## config.mk

```make
export PLATFORM = sky130hd
export DESIGN_NAME = spawn_scheduler
export DESIGN_NICKNAME = d
export VERILOG_FILES = /design/src/rtl/spawn_scheduler.sv
export SDC_FILE = /design/constraint.sdc
export NUM_CORES = 1
export LEC_CHECK = 0
export ABC_AREA = 0
export BUFFER_PORTS_ARGS = -buffer_cell sky130_fd_sc_hd__buf_2
export CAP_MARGIN = 20
export CELL_PAD_IN_SITES_DETAIL_PLACEMENT = 1
export CELL_PAD_IN_SITES_GLOBAL_PLACEMENT = 2
export CORE_UTILIZATION = 41
export CTS_BUF_LIST = sky130_fd_sc_hd__clkbuf_8
export DETAILED_ROUTE_END_ITERATION = 8
export PLACE_DENSITY = 0.8
export SLEW_MARGIN = 20
export SYNTH_ARGS = -nofsm -noshare
export SYNTH_HDL_FRONTEND = slang
export SYNTH_SLANG_ARGS = --single-unit
```

## constraint.sdc

```tcl
create_clock -name proc_clock -period 9 [get_ports proc_clock]
set_input_delay 2.7 -clock proc_clock [delete_from_list [all_inputs] [get_ports proc_clock]]
set_output_delay 2.7 -clock proc_clock [all_outputs]
set_load 0.03 [all_outputs]
```

## src/rtl/spawn_scheduler.sv

```systemverilog
// Cluster spawn scheduler: turns per-core TRIGGER_SPAWN toggles and BOOT requests
// into queued start addresses, dispatched to the lowest-index idle core.
module spawn_scheduler #(
  parameter int N_CORES     = 4,
  parameter int QUEUE_DEPTH = 8
) (
  input  logic                   proc_clock,
  input  logic                   reset,
  input  logic                   BOOT_VALID,
  input  logic [7:0]             BOOT_ADDR,
  input  logic [N_CORES-1:0]     TRIGGER_SPAWN,
  input  logic [8*N_CORES-1:0]   SPAWN_ADDR,
  input  logic [N_CORES-1:0]     RUN,
  output logic [N_CORES-1:0]     START,
  output logic [8*N_CORES-1:0]   START_ADDR,
  output logic [4:0]             QUEUE_COUNT,
  output logic [7:0]             DROP_COUNT,
  output logic                   ALL_IDLE
);

  localparam int PW = $clog2(QUEUE_DEPTH);
  localparam int CW = (N_CORES > 1) ? $clog2(N_CORES) : 1;

  logic [N_CORES-1:0]   last_trig_q;
  logic [N_CORES-1:0]   pend_q, pend_d;
  logic [8*N_CORES-1:0] pend_addr_q, pend_addr_d;
  logic [N_CORES-1:0]   reserved_q, reserved_d;
  logic [N_CORES-1:0]   start_q, start_d;
  logic [8*N_CORES-1:0] start_addr_q, start_addr_d;
  logic [7:0]           fifo_q [QUEUE_DEPTH];
  logic [PW-1:0]        rd_ptr_q, rd_ptr_d, wr_ptr_q, wr_ptr_d;
  logic [4:0]           count_q, count_d;
  logic [CW-1:0]        rr_q, rr_d;
  logic [7:0]           drop_q, drop_d;
  logic                 all_idle_q, all_idle_d;

  logic [N_CORES-1:0]   req, idle;
  logic                 deq, enq, can_write, found;
  logic [7:0]           wdata;
  logic [CW-1:0]        disp_idx, idx_c;
  logic [3:0]           n_drops;
  logic [8:0]           drop_sum;

  always_comb begin
    req       = TRIGGER_SPAWN ^ last_trig_q;
    idle      = ~RUN & ~reserved_q & ~start_q;
    deq       = (count_q != 5'd0) && (|idle);
    can_write = (count_q < 5'(QUEUE_DEPTH)) || deq;

    disp_idx = '0;
    for (int i = N_CORES - 1; i >= 0; i--) begin
      if (idle[i]) disp_idx = CW'(i);
    end

    enq         = 1'b0;
    wdata       = BOOT_ADDR;
    pend_d      = pend_q;
    pend_addr_d = pend_addr_q;
    rr_d        = rr_q;
    n_drops     = 4'd0;
    found       = 1'b0;
    idx_c       = '0;

    // Boot wins the single write port; otherwise round-robin after the last grant.
    if (BOOT_VALID) begin
      if (can_write) enq = 1'b1;
      else           n_drops = n_drops + 4'd1;
    end else begin
      for (int k = 1; k <= N_CORES; k++) begin
        idx_c = CW'((int'(rr_q) + k) % N_CORES);
        if (!found && pend_q[idx_c]) begin
          found = 1'b1;
          if (can_write) begin
            enq           = 1'b1;
            wdata         = pend_addr_q[{idx_c, 3'b000} +: 8];
            pend_d[idx_c] = 1'b0;
            rr_d          = idx_c;
          end
        end
      end
    end

    for (int i = 0; i < N_CORES; i++) begin
      if (req[i]) begin
        if (pend_q[i]) begin
          n_drops = n_drops + 4'd1;
        end else begin
          pend_d[i]            = 1'b1;
          pend_addr_d[8*i +: 8] = SPAWN_ADDR[8*i +: 8];
        end
      end
    end

    drop_sum = {1'b0, drop_q} + {5'b0, n_drops};
    drop_d   = drop_sum[8] ? 8'hFF : drop_sum[7:0];

    count_d  = count_q + {4'b0, enq} - {4'b0, deq};
    wr_ptr_d = wr_ptr_q + PW'(enq);
    rd_ptr_d = rd_ptr_q + PW'(deq);

    // A reservation holds a core from dispatch until its RUN is seen after START.
    start_d      = '0;
    start_addr_d = start_addr_q;
    reserved_d   = reserved_q & ~(RUN & ~start_q);
    if (deq) begin
      start_d[disp_idx]                     = 1'b1;
      start_addr_d[{disp_idx, 3'b000} +: 8] = fifo_q[rd_ptr_q];
      reserved_d[disp_idx]                  = 1'b1;
    end

    all_idle_d = (count_q == 5'd0) && (pend_q == '0) && (&idle);
  end

  always_ff @(posedge proc_clock) begin
    last_trig_q <= TRIGGER_SPAWN;
    if (reset) begin
      pend_q       <= '0;
      pend_addr_q  <= '0;
      reserved_q   <= '0;
      start_q      <= '0;
      start_addr_q <= '0;
      rd_ptr_q     <= '0;
      wr_ptr_q     <= '0;
      count_q      <= 5'd0;
      rr_q         <= '0;
      drop_q       <= 8'd0;
      all_idle_q   <= 1'b1;
    end else begin
      pend_q       <= pend_d;
      pend_addr_q  <= pend_addr_d;
      reserved_q   <= reserved_d;
      start_q      <= start_d;
      start_addr_q <= start_addr_d;
      rd_ptr_q     <= rd_ptr_d;
      wr_ptr_q     <= wr_ptr_d;
      count_q      <= count_d;
      rr_q         <= rr_d;
      drop_q       <= drop_d;
      all_idle_q   <= all_idle_d;
    end
  end

  always_ff @(posedge proc_clock) begin
    if (!reset && enq) fifo_q[wr_ptr_q] <= wdata;
  end

  assign START       = start_q;
  assign START_ADDR  = start_addr_q;
  assign QUEUE_COUNT = count_q;
  assign DROP_COUNT  = drop_q;
  assign ALL_IDLE    = all_idle_q;

endmodule

```

==> summary.md, run 1 <==
| Metric | Value |
|---|---|
| Run status | finished, final reports clean |
| Largest cells by area after synthesis | dfxtp_1 (24%), edfxtp_1 (23%), mux4_2 (11%), mux2i_1 (6.3%), ha_1 (5.2%) |
| CTS tree | yes |
| Syn Area/Cell | 11.6 um^2 |
| CP arrival | 7.69 ns |
| IO Pins | 101 |
| Net Sw Frac | 41.9% |
| Util after Layout | 47.4% |
| Final instance area | 9560 um^2 |
| Diode count | 0 |
| Pint | 1.86 mW |
| Crit Path Class | input port to flop |
| Detail Placement HPWL | 15100 um |
| Max-capacitance violation count | 0 |
| RSZ-0062 raised after global routing | false |
| Wire length of the first global-routing pass | 34500 um |
| Count leader, synth | dfxtp_1 |
| Buffers on Ports | 100 |
| Layout Nets | 894 |
| Largest net degree at the start of global routing | 101 |
| Routability congestion estimate | 0.801 |
| Total Routing Usage GR | 20.8% |
| # clock sinks | 166 |
| H-tree depth | 4 |
| CP required | 9.37 ns |
| Static Leakage | 3.67 nW |
| Post-place setup slack | 1.15 ns |
| Vias | 6078 |
| Remaining routing DRC violations | 0 |
| Asr flop ratio synth | 0% |
| Antenna viol nets, final | 0 |
| CTS Buf Count | 17 |
| Reg-to-Reg End | DROP_COUNT[7] |
| WHS Endpoint | START_ADDR[7] |
| Slew Viols, Final | 0 |
| Critical path peak fanout | 21 |
| Setup ws final | 1.68 ns |
| Final Hold Vio Count | 0 |
| Resized cells post-CTS | 0 |
| Synth top area share | 24.3% |
| DRT Wirelength | 21100 um |
| Finished Layout Cells | 1089 |
| Die area | 21100 um^2 |
| Maximum VDD drop | 0.000128 V |
| Number of synthesis warnings | 0 |
| Clock power frac | 18.7% |
| Register area share after synthesis | 47.1% |
| Crit Reg-Reg Startpoint | QUEUE_COUNT[2] |
| Synthesized Nets | 811 |
| Count of cell types in the netlist | 63 |
| Initial Util | 41.7% |
| Worst min-delay path category | flop to flop |
| Period minus WS final | 7.32 ns |
| Grt ovf | 0 |
| Top FF cell, synth | dfxtp_1 |
| Hold_sp | START_ADDR[7] |
| Share of layout cells above drive strength 1 | 26.0% |
| Synth area leader | dfxtp_1 |
| Max-slew headroom | 29.0% |
| Mapped Area | 8420 um^2 |
| DP Cell Count | 1057 |
| Synth-to-layout area growth | 13.6% |
| Avg WL per Cell | 19.4 um |
| Combinational Power Share | 47.5% |
| PwrDens | 335 nW/um^2 |
| Root buffer cell | clkbuf_8 |
| Vias in the first global route | 6544 |
| DIE HEIGHT | 145 um |
| Synth Instances | 723 |
| # hold bufs at CTS | 0 |
| Commonest cells in the netlist | dfxtp_1 (102), nor2_1 (83), edfxtp_1 (64) |
| Placed cell areas | 9120 um^2 |
| Row count | 52 |
| Clock transition at path regs | 0.09 ns |
| Hold depth | 2 |
| Final worst path period share | 81.3% |
| Seq pwr share | 33.8% |
| Startpoint Class | input port |
| CP Capture Type | flop |
| Pre-Repair DR Iteration Count | 4 |
| Worst Skew | 0.0144 ns |
| Vias per cell | 5.58 |
| Clk buf depth | 2 |
| R2R setup slack | 3.55 ns |
| Clk_lat worst skew | 0.47 ns |
| Core Footprint | 20200 um^2 |
| Yosys reg bits | 166 |
| Fmax | 0.137 GHz |
| 1st-iter DRT viols | 301 |
| Post-synth EDFFs | 64 |
| Psw | 1.34 mW |
| Final setup TNS | 0 ns |
| Worst Max-Slew Pin Slew | 1.07 ns |
| Die Width | 145 um |
| Initial antenna violation count | 0 |
| Post-CTS Repair Setup Buffers | 0 |
| Worst r2r path cells | 22 |
| Final setup fails | 0 |
worst max-delay path by stage:
stage                         end  depth (start not counted)  slack, ns   start
CTS                 DROP_COUNT[5]                         21       1.65  RUN[2]
floorplan           DROP_COUNT[7]                         22       1.84  RUN[0]
detailed placement  DROP_COUNT[5]                         21       1.15  RUN[2]
global placement    DROP_COUNT[5]                         21       1.41  RUN[2]
global route        DROP_COUNT[5]                         21       1.35  RUN[2]
finish              DROP_COUNT[7]                         21       1.68  RUN[2]
routing by layer:
metal / up-vias / track usage (%) / wire length, um / share of wire (%)
met2: 128 / 37.1 / 11000 / 52
met1: 3051 / 24.8 / 9030 / 43
met4: 0 / 7.26 / 384 / 1.8
li1: 2870 / - / - / -
met5: - / 0 / 0 / 0
met3: 29 / 3.96 / 745 / 3.5
critical path, cell delays in order:
cell	delay, ns
buf_2	0.10
nor3_1	0.41
o41a_4	0.39
or2_1	0.42
nor2_1	0.08
ha_1	0.29
nand2_1	0.10
o41ai_4	0.10
ha_1	0.31
mux2_2	0.28
ha_1	0.30
mux2_2	0.29
ha_1	0.29
mux2_2	0.27
ha_1	0.28
a21o_1	0.19
a21oi_1	0.23
nor2b_1	0.09
o2111ai_1	0.22
nor3_1	0.08
a211oi_1	0.22
cells in the final DEF (no fill, tap or decap), types with 10 or more instances in the layout:
cell type	synthesis	final
edfxtp_1	64	64
nor2b_1	14	14
o221ai_1	14	14
nor2_1	83	83
nand2_1	31	31
inv_1	24	24
mux2_2	12	12
o21ai_0	11	11
nand2b_1	17	17
dfxtp_1	102	100
mux2i_1	53	53
clkbuf_8	0	17
nand3_1	13	13
nor3_1	10	10
buf_2	8	100
ha_1	35	35
a22oi_1	32	32
mux4_2	40	40
a21oi_1	35	35
registers in the layout (all words and copies together) (netlist names), 4 cells and up:
register     count
QUEUE_COUNT      5
fifo_q          64
START_ADDR      32
pend_addr_q     32
START            4
pend_q           4
last_trig_q      4
reserved_q       4
DROP_COUNT       8
cell families (layout without fill, tap and decap cells):
family                   count (synthesis)  after routing  share of synthesized area [%]
flip-flops                             166            166                           47.1
XOR/XNOR                                17             17                           1.86
buffers and inverters                   69            165                           3.51
AND/OR/NAND/NOR                        189            189                           10.8
multiplexers                           105            105                           18.6
adder cells (fa/ha/maj)                 37             37                           5.68
AO/OA/AOI/OAI                          140            140                           12.5
area by class of cell:
class | instances | area [um^2]
flip-flops and latches | 166 | 3970
clock buffers | 17 | 234
fillers | 2212 | 10600
inverters | 24 | 90.1
well taps | 270 | 338
multi-input cells | 488 | 4160
repair buffers | 109 | 568
clock inverters | 15 | 208
power by group through the flow:
| stage | clock network, mW | registers (mW) | logic [mW] |
|---|---|---|---|
| after floorplan | 0 | 1.09 | 1.15 |
| after global placement | 0 | 1.09 | 1.45 |
| after detailed placement | 0 | 1.10 | 1.53 |
| after CTS | 0.617 | 1.08 | 1.54 |
| after global routing | 0.645 | 1.10 | 1.66 |
| final | 0.598 | 1.08 | 1.52 |
stage by stage:
step	power [mW]	hold slack, ns
6_report	3.20	0.455
5_1_grt	3.41	0.480
4_1_cts	3.24	0.463
3_5_place_dp	2.63	0.450
3_3_place_gp	2.54	0.442
2_1_floorplan	2.23	0.454
No activity file was read; power rests on OpenSTA's default activity.
==> run 2, diff against run 1 <==
Clock period 9 ns to 7.6 ns, I/O delays scaled along.
==> run 2 against run 1 <==
  * Clock skew rose by 0.0037 ns
  * Cell area fell by 0.31%
  * Critical path depth rose by 1
  * Critical path type unchanged
  * Largest power group unchanged
  * Highest routed layer unchanged
==> summary.md, run 2 (same netlist as run 1, synthesis figures left out) <==
| Metric | Value |
|---|---|
| M2 GR Usage | 37.0% |
| 1st-iter DRT viols | 321 |
| Crit Path Class | input port to flop |
| GR met1 Demand/Resource | 25.3% |
| Worst Skew | 0.0181 ns |
| Crit Reg-Reg Startpoint | QUEUE_COUNT[2] |
| H-tree depth | 4 |
| Wire length of the first global-routing pass | 34200 um |
| Clk_lat worst skew | 0.46 ns |
| Max-capacitance violation count | 0 |
| Avg WL per Cell | 19.2 um |
| Core Footprint | 20200 um^2 |
| Net Sw Frac | 41.9% |
| Met3 Use GR | 3.30% |
| Crit path from | RUN[0] |
| Combinational Power Share | 48.4% |
| Psw | 1.57 mW |
| R2R setup slack | 2.31 ns |
| Share of layout cells above drive strength 1 | 25.8% |
| Synth-to-layout area growth | 13.2% |
| Remaining routing DRC violations | 0 |
| Routability congestion estimate | 0.794 |
| Antenna viol nets, final | 0 |
| Startpoint Class | input port |
| Layout Nets | 896 |
| CP Capture Type | flop |
| DRT Wirelength | 21000 um |
| Maximum VDD drop | 0.000190 V |
| Final worst path period share | 87.1% |
| Pint | 2.17 mW |
| Pre-Repair DR Iteration Count | 5 |
| Initial antenna violation count | 0 |
| Detail Placement HPWL | 14800 um |
| Worst r2r path cells | 23 |
| Reg-to-Reg End | DROP_COUNT[7] |
| Post-CTS Repair Setup Buffers | 0 |
| # hold bufs at CTS | 0 |
| Grt ovf | 0 |
| RSZ-0062 raised after global routing | false |
| Clock power frac | 17.2% |
| Static Leakage | 3.65 nW |
| Max reg flops | 64 |
| Final instance area | 9530 um^2 |
| Critical path peak fanout | 10 |
| Final Hold Vio Count | 0 |
| # clock sinks | 166 |
| Worst Max-Slew Pin Slew | 1.03 ns |
| Max-slew headroom | 31.0% |
| Worst Setup EP | DROP_COUNT[7] |
| Die Width | 145 um |
| Final setup TNS | 0 ns |
| Vias in the first global route | 6449 |
| CTS Buf Count | 17 |
| CP required | 7.96 ns |
| Final setup fails | 0 |
| PwrDens | 392 nW/um^2 |
| Row count | 52 |
| CP arrival | 6.97 ns |
| Period minus WS final | 6.62 ns |
| Initial Util | 41.7% |
| Worst min-delay path category | flop to flop |
| Most frequent cells in the layout | dfxtp_1 (100), buf_2 (100), nor2_1 (83) |
| Diode count | 0 |
| Root buffer cell | clkbuf_8 |
| CTS tree | yes |
| Clock transition at path regs | 0.09 ns |
| Vias per cell | 5.60 |
| Hold depth | 2 |
| Run status | finished, final reports clean |
| Die area | 21100 um^2 |
| Resized cells post-CTS | 0 |
| IO Pins | 101 |
| Largest net degree at the start of global routing | 99 |
| Total Routing Usage GR | 20.7% |
| Reg with most FFs | fifo_q |
| Gr busiest metal | met2 |
| Fmax | 0.151 GHz |
| Seq pwr share | 34.4% |
| DIE HEIGHT | 145 um |
| Slew Viols, Final | 0 |
| Vias | 6113 |
| Clk buf depth | 2 |
| Placed cell areas | 9140 um^2 |
| Buffers on Ports | 100 |
==> run 2: final cells by class <==
class / count / area, um^2
Multi-Input combinational cell: 488 / 4160
Tap cell: 270 / 338
Clock buffer: 18 / 248
Sequential cell: 166 / 3970
Inverter: 24 / 90.1
Fill cell: 2222 / 10600
Timing Repair Buffer: 111 / 583
Clock inverter: 14 / 149
==> run 2: stage by stage <==
step | hold slack, ns | setup WS (ns) | std cells | power (mW) | util, %
after CTS | 0.460 | 0.976 | 1091 | 3.77 | 47.3
after floorplan | 0.454 | 0.859 | 723 | 2.64 | -
after global routing | 0.486 | 0.684 | 1091 | 3.98 | 47.3
final | 0.456 | 0.983 | 1091 | 3.74 | 47.3
after global placement | 0.442 | 0.709 | 1059 | 3.02 | 45.3
after detailed placement | 0.446 | 0.492 | 1059 | 3.11 | 45.3
==> run 2: critical path, stage by stage <==
cell and delay (ns):
buf_2 0.10, nor3_1 0.07, o41a_4 0.50, or2_1 0.21
buf_4 0.19, nor2_1 0.10, ha_1 0.24, nand2_1 0.10
o41ai_4 0.10, ha_1 0.32, mux2_2 0.28, ha_1 0.29
mux2_2 0.28, ha_1 0.29, mux2_2 0.28, ha_1 0.27
a21o_1 0.20, a21oi_1 0.22, nor2b_1 0.10, o2111ai_1 0.24
nor3_1 0.08, a211oi_1 0.24
==> run 2: power groups by stage <==
| stage | sequential, mW | combinational (mW) | clock (mW) |
|---|---|---|---|
| 6_report | 1.28 | 1.81 | 0.644 |
| 3_3_place_gp | 1.29 | 1.73 | 0 |
| 4_1_cts | 1.29 | 1.82 | 0.666 |
| 2_1_floorplan | 1.29 | 1.36 | 0 |
| 3_5_place_dp | 1.31 | 1.80 | 0 |
| 5_1_grt | 1.31 | 1.98 | 0.696 |
==> run 2: worst min path at each step <==
stage	startpoint	end	slack, ns
floorplan	reserved_q[2]	reserved_q[2]	0.45
global placement	START_ADDR[1]	START_ADDR[1]	0.44
detailed placement	START_ADDR[1]	START_ADDR[1]	0.45
CTS	START_ADDR[1]	START_ADDR[1]	0.46
global route	START_ADDR[0]	START_ADDR[0]	0.49
finish	START_ADDR[1]	START_ADDR[1]	0.46
==> run 2: layer usage <==
| metal | vias up | wire, um |
|---|---|---|
| li1 | 2861 | - |
| met3 | 23 | 682 |
| met4 | 0 | 280 |
| met5 | - | 0 |
| met1 | 3088 | 9220 |
| met2 | 141 | 10800 |
==> run 3, diff against run 2 <==
Settings changed: CAP_MARGIN 20 to unset, CORE_UTILIZATION 41 to 40, PLACE_DENSITY 0.8 to 0.78.
==> run 3 against run 2 <==
  * Wire length up 3.6%
  * Register-to-register slack better by 0.03 ns
  * Clock power about the same
  * Power up 0.24%
  * Sequential cell count unchanged
  * Global-route usage up 0.082 points
  * Via count about the same
  * First-iteration DRC count down 5.3%
  * Critical endpoint is now DROP_COUNT[5]
  * Largest power group unchanged
==> summary.md, run 3 (same netlist as run 1, synthesis figures left out) <==
| Metric | Value |
|---|---|
| Clock power frac | 17.2% |
| Final setup fails | 0 |
| Reg with most FFs | fifo_q |
| DP Cell Count | 1058 |
| Worst path cell trace | buf_2, nor3_1, o41a_4, or2_1, nor2_1, ha_1, nand2_1, o41ai_4, ha_1, mux2_2, ha_1, mux2_2, ha_1, mux2_2, ha_1, a21o_1, a21oi_1, nor2b_1, o21ai_0, xor2_1, a21oi_1 |
| Die Width | 147 um |
| DIE HEIGHT | 147 um |
| Startpoint Class | input port |
| Setup ws final | 0.895 ns |
| Critical path peak fanout | 21 |
| Total Routing Usage GR | 20.8% |
| Seq pwr share | 34.3% |
| Finished Layout Cells | 1090 |
| Slew Viols, Final | 0 |
| Worst Max-Slew Pin Slew | 1.06 ns |
| Worst path most repeated cell | ha_1 |
| Crit Path Class | input port to flop |
| Post-CTS Repair Setup Buffers | 0 |
| IO Pins | 101 |
| Vias per cell | 5.61 |
| Combined area of the multi-input logic cells | 4160 um^2 |
| CP arrival | 7.00 ns |
| FF/Latch Area | 3970 um^2 |
| Routability congestion estimate | 0.785 |
| Psw | 1.60 mW |
| Max incr delay on CP | 0.47 ns |
| Remaining routing DRC violations | 0 |
| # clock sinks | 166 |
| Crit-path leading delay family | adder cells |
| Maximum VDD drop | 0.000145 V |
| Clk_lat worst skew | 0.46 ns |
| Avg WL per Cell | 20.0 um |
| Root buffer cell | clkbuf_8 |
| # hold bufs at CTS | 0 |
| Largest net degree at the start of global routing | 101 |
| Wire length of the first global-routing pass | 34500 um |
| Pint | 2.14 mW |
| Core Footprint | 20400 um^2 |
| Post-place setup slack | 0.397 ns |
| Pre-Repair DR Iteration Count | 5 |
| Detail Placement HPWL | 15300 um |
| Fmax | 0.149 GHz |
| Max-capacitance violation count | 0 |
| Buffers on Ports | 100 |
| Die area | 21600 um^2 |
| Static Leakage | 3.65 nW |
| CP max-delay cell | nor3_1 |
| Placed cell areas | 9130 um^2 |
| Diode count | 0 |
| Net Sw Frac | 42.7% |
| Share of layout cells above drive strength 1 | 26.0% |
| Final Hold Vio Count | 0 |
| DRT Wirelength | 21700 um |
| Hold WS | 0.456 ns |
| Final instance area | 9520 um^2 |
| Worst min-delay path category | flop to flop |
| Most frequent cells in the layout | dfxtp_1 (100), buf_2 (100), nor2_1 (83) |
| Initial Util | 41.2% |
| Max-slew headroom | 29.6% |
| Vias | 6116 |
| Combinational Power Share | 48.5% |
| Clk buf depth | 2 |
| Synth-to-layout area growth | 13.1% |
| Buf/Inv on CP | 1 |
| Pwr Total | 3.74 mW |
| Final setup TNS | 0 ns |
| RSZ-0062 raised after global routing | false |
| CTS tree | yes |
| Worst Skew | 0.0153 ns |
| Initial antenna violation count | 0 |
| Max reg flops | 64 |
| Row count | 52 |
| CP Capture Type | flop |
| Fill cell count | 2231 |
| H-tree depth | 4 |
| CP required | 7.90 ns |
| Antenna viol nets, final | 0 |
| Vias in the first global route | 6517 |
| Layout Nets | 895 |
| Clock transition at path regs | 0.09 ns |
| 1st-iter DRT viols | 304 |
| CTS Buf Count | 17 |
| Resized cells post-CTS | 0 |
| PwrDens | 393 nW/um^2 |
| Final worst path period share | 88.2% |
| Grt ovf | 0 |
| Period minus WS final | 6.71 ns |
| Util after Layout | 46.6% |
| Run status | finished, final reports clean |
## run 3: layer usage
metal / vias to the layer above / share of wire, % / track usage, % / routed length [um]
li1: 2856 / - / - / -
met4: 0 / 0.82 / 5.46 / 179
met5: - / 0 / 0 / 0
met2: 132 / 53 / 38.4 / 11500
met3: 13 / 3.7 / 3.73 / 808
met1: 3115 / 43 / 24.7 / 9280
## run 3: power by group through the flow
stage / Sequential [mW] / Combinational (mW) / Clock, mW
floorplan: 1.29 / 1.36 / 0
global placement: 1.30 / 1.73 / 0
CTS: 1.29 / 1.83 / 0.661
detailed placement: 1.31 / 1.82 / 0
finish: 1.29 / 1.82 / 0.642
global route: 1.31 / 1.98 / 0.695
## run 3: worst min-delay path: stages (launching register included)
cell	delay [ns]
dfxtp_1	0.32
nand2_1	0.05
a21oi_1	0.05
## run 3: final cells by class
cell class              instances  area share, %
clock buffers                  18           2.60
clock inverters                14           1.50
inverters                      24          0.946
multi-input cells             488           43.7
flip-flops and latches        166           41.7
well taps                     270           3.55
repair buffers                110           6.05
## run 3: final timing paths
path,cells after the start,slack (ns),start,endpoint
max,21,0.89,RUN[2],DROP_COUNT[5]
min,2,0.46,START_ADDR[3],START_ADDR[3]
max reg2reg,22,2.34,QUEUE_COUNT[3],DROP_COUNT[5]
min reg2reg,2,0.46,START_ADDR[3],START_ADDR[3]
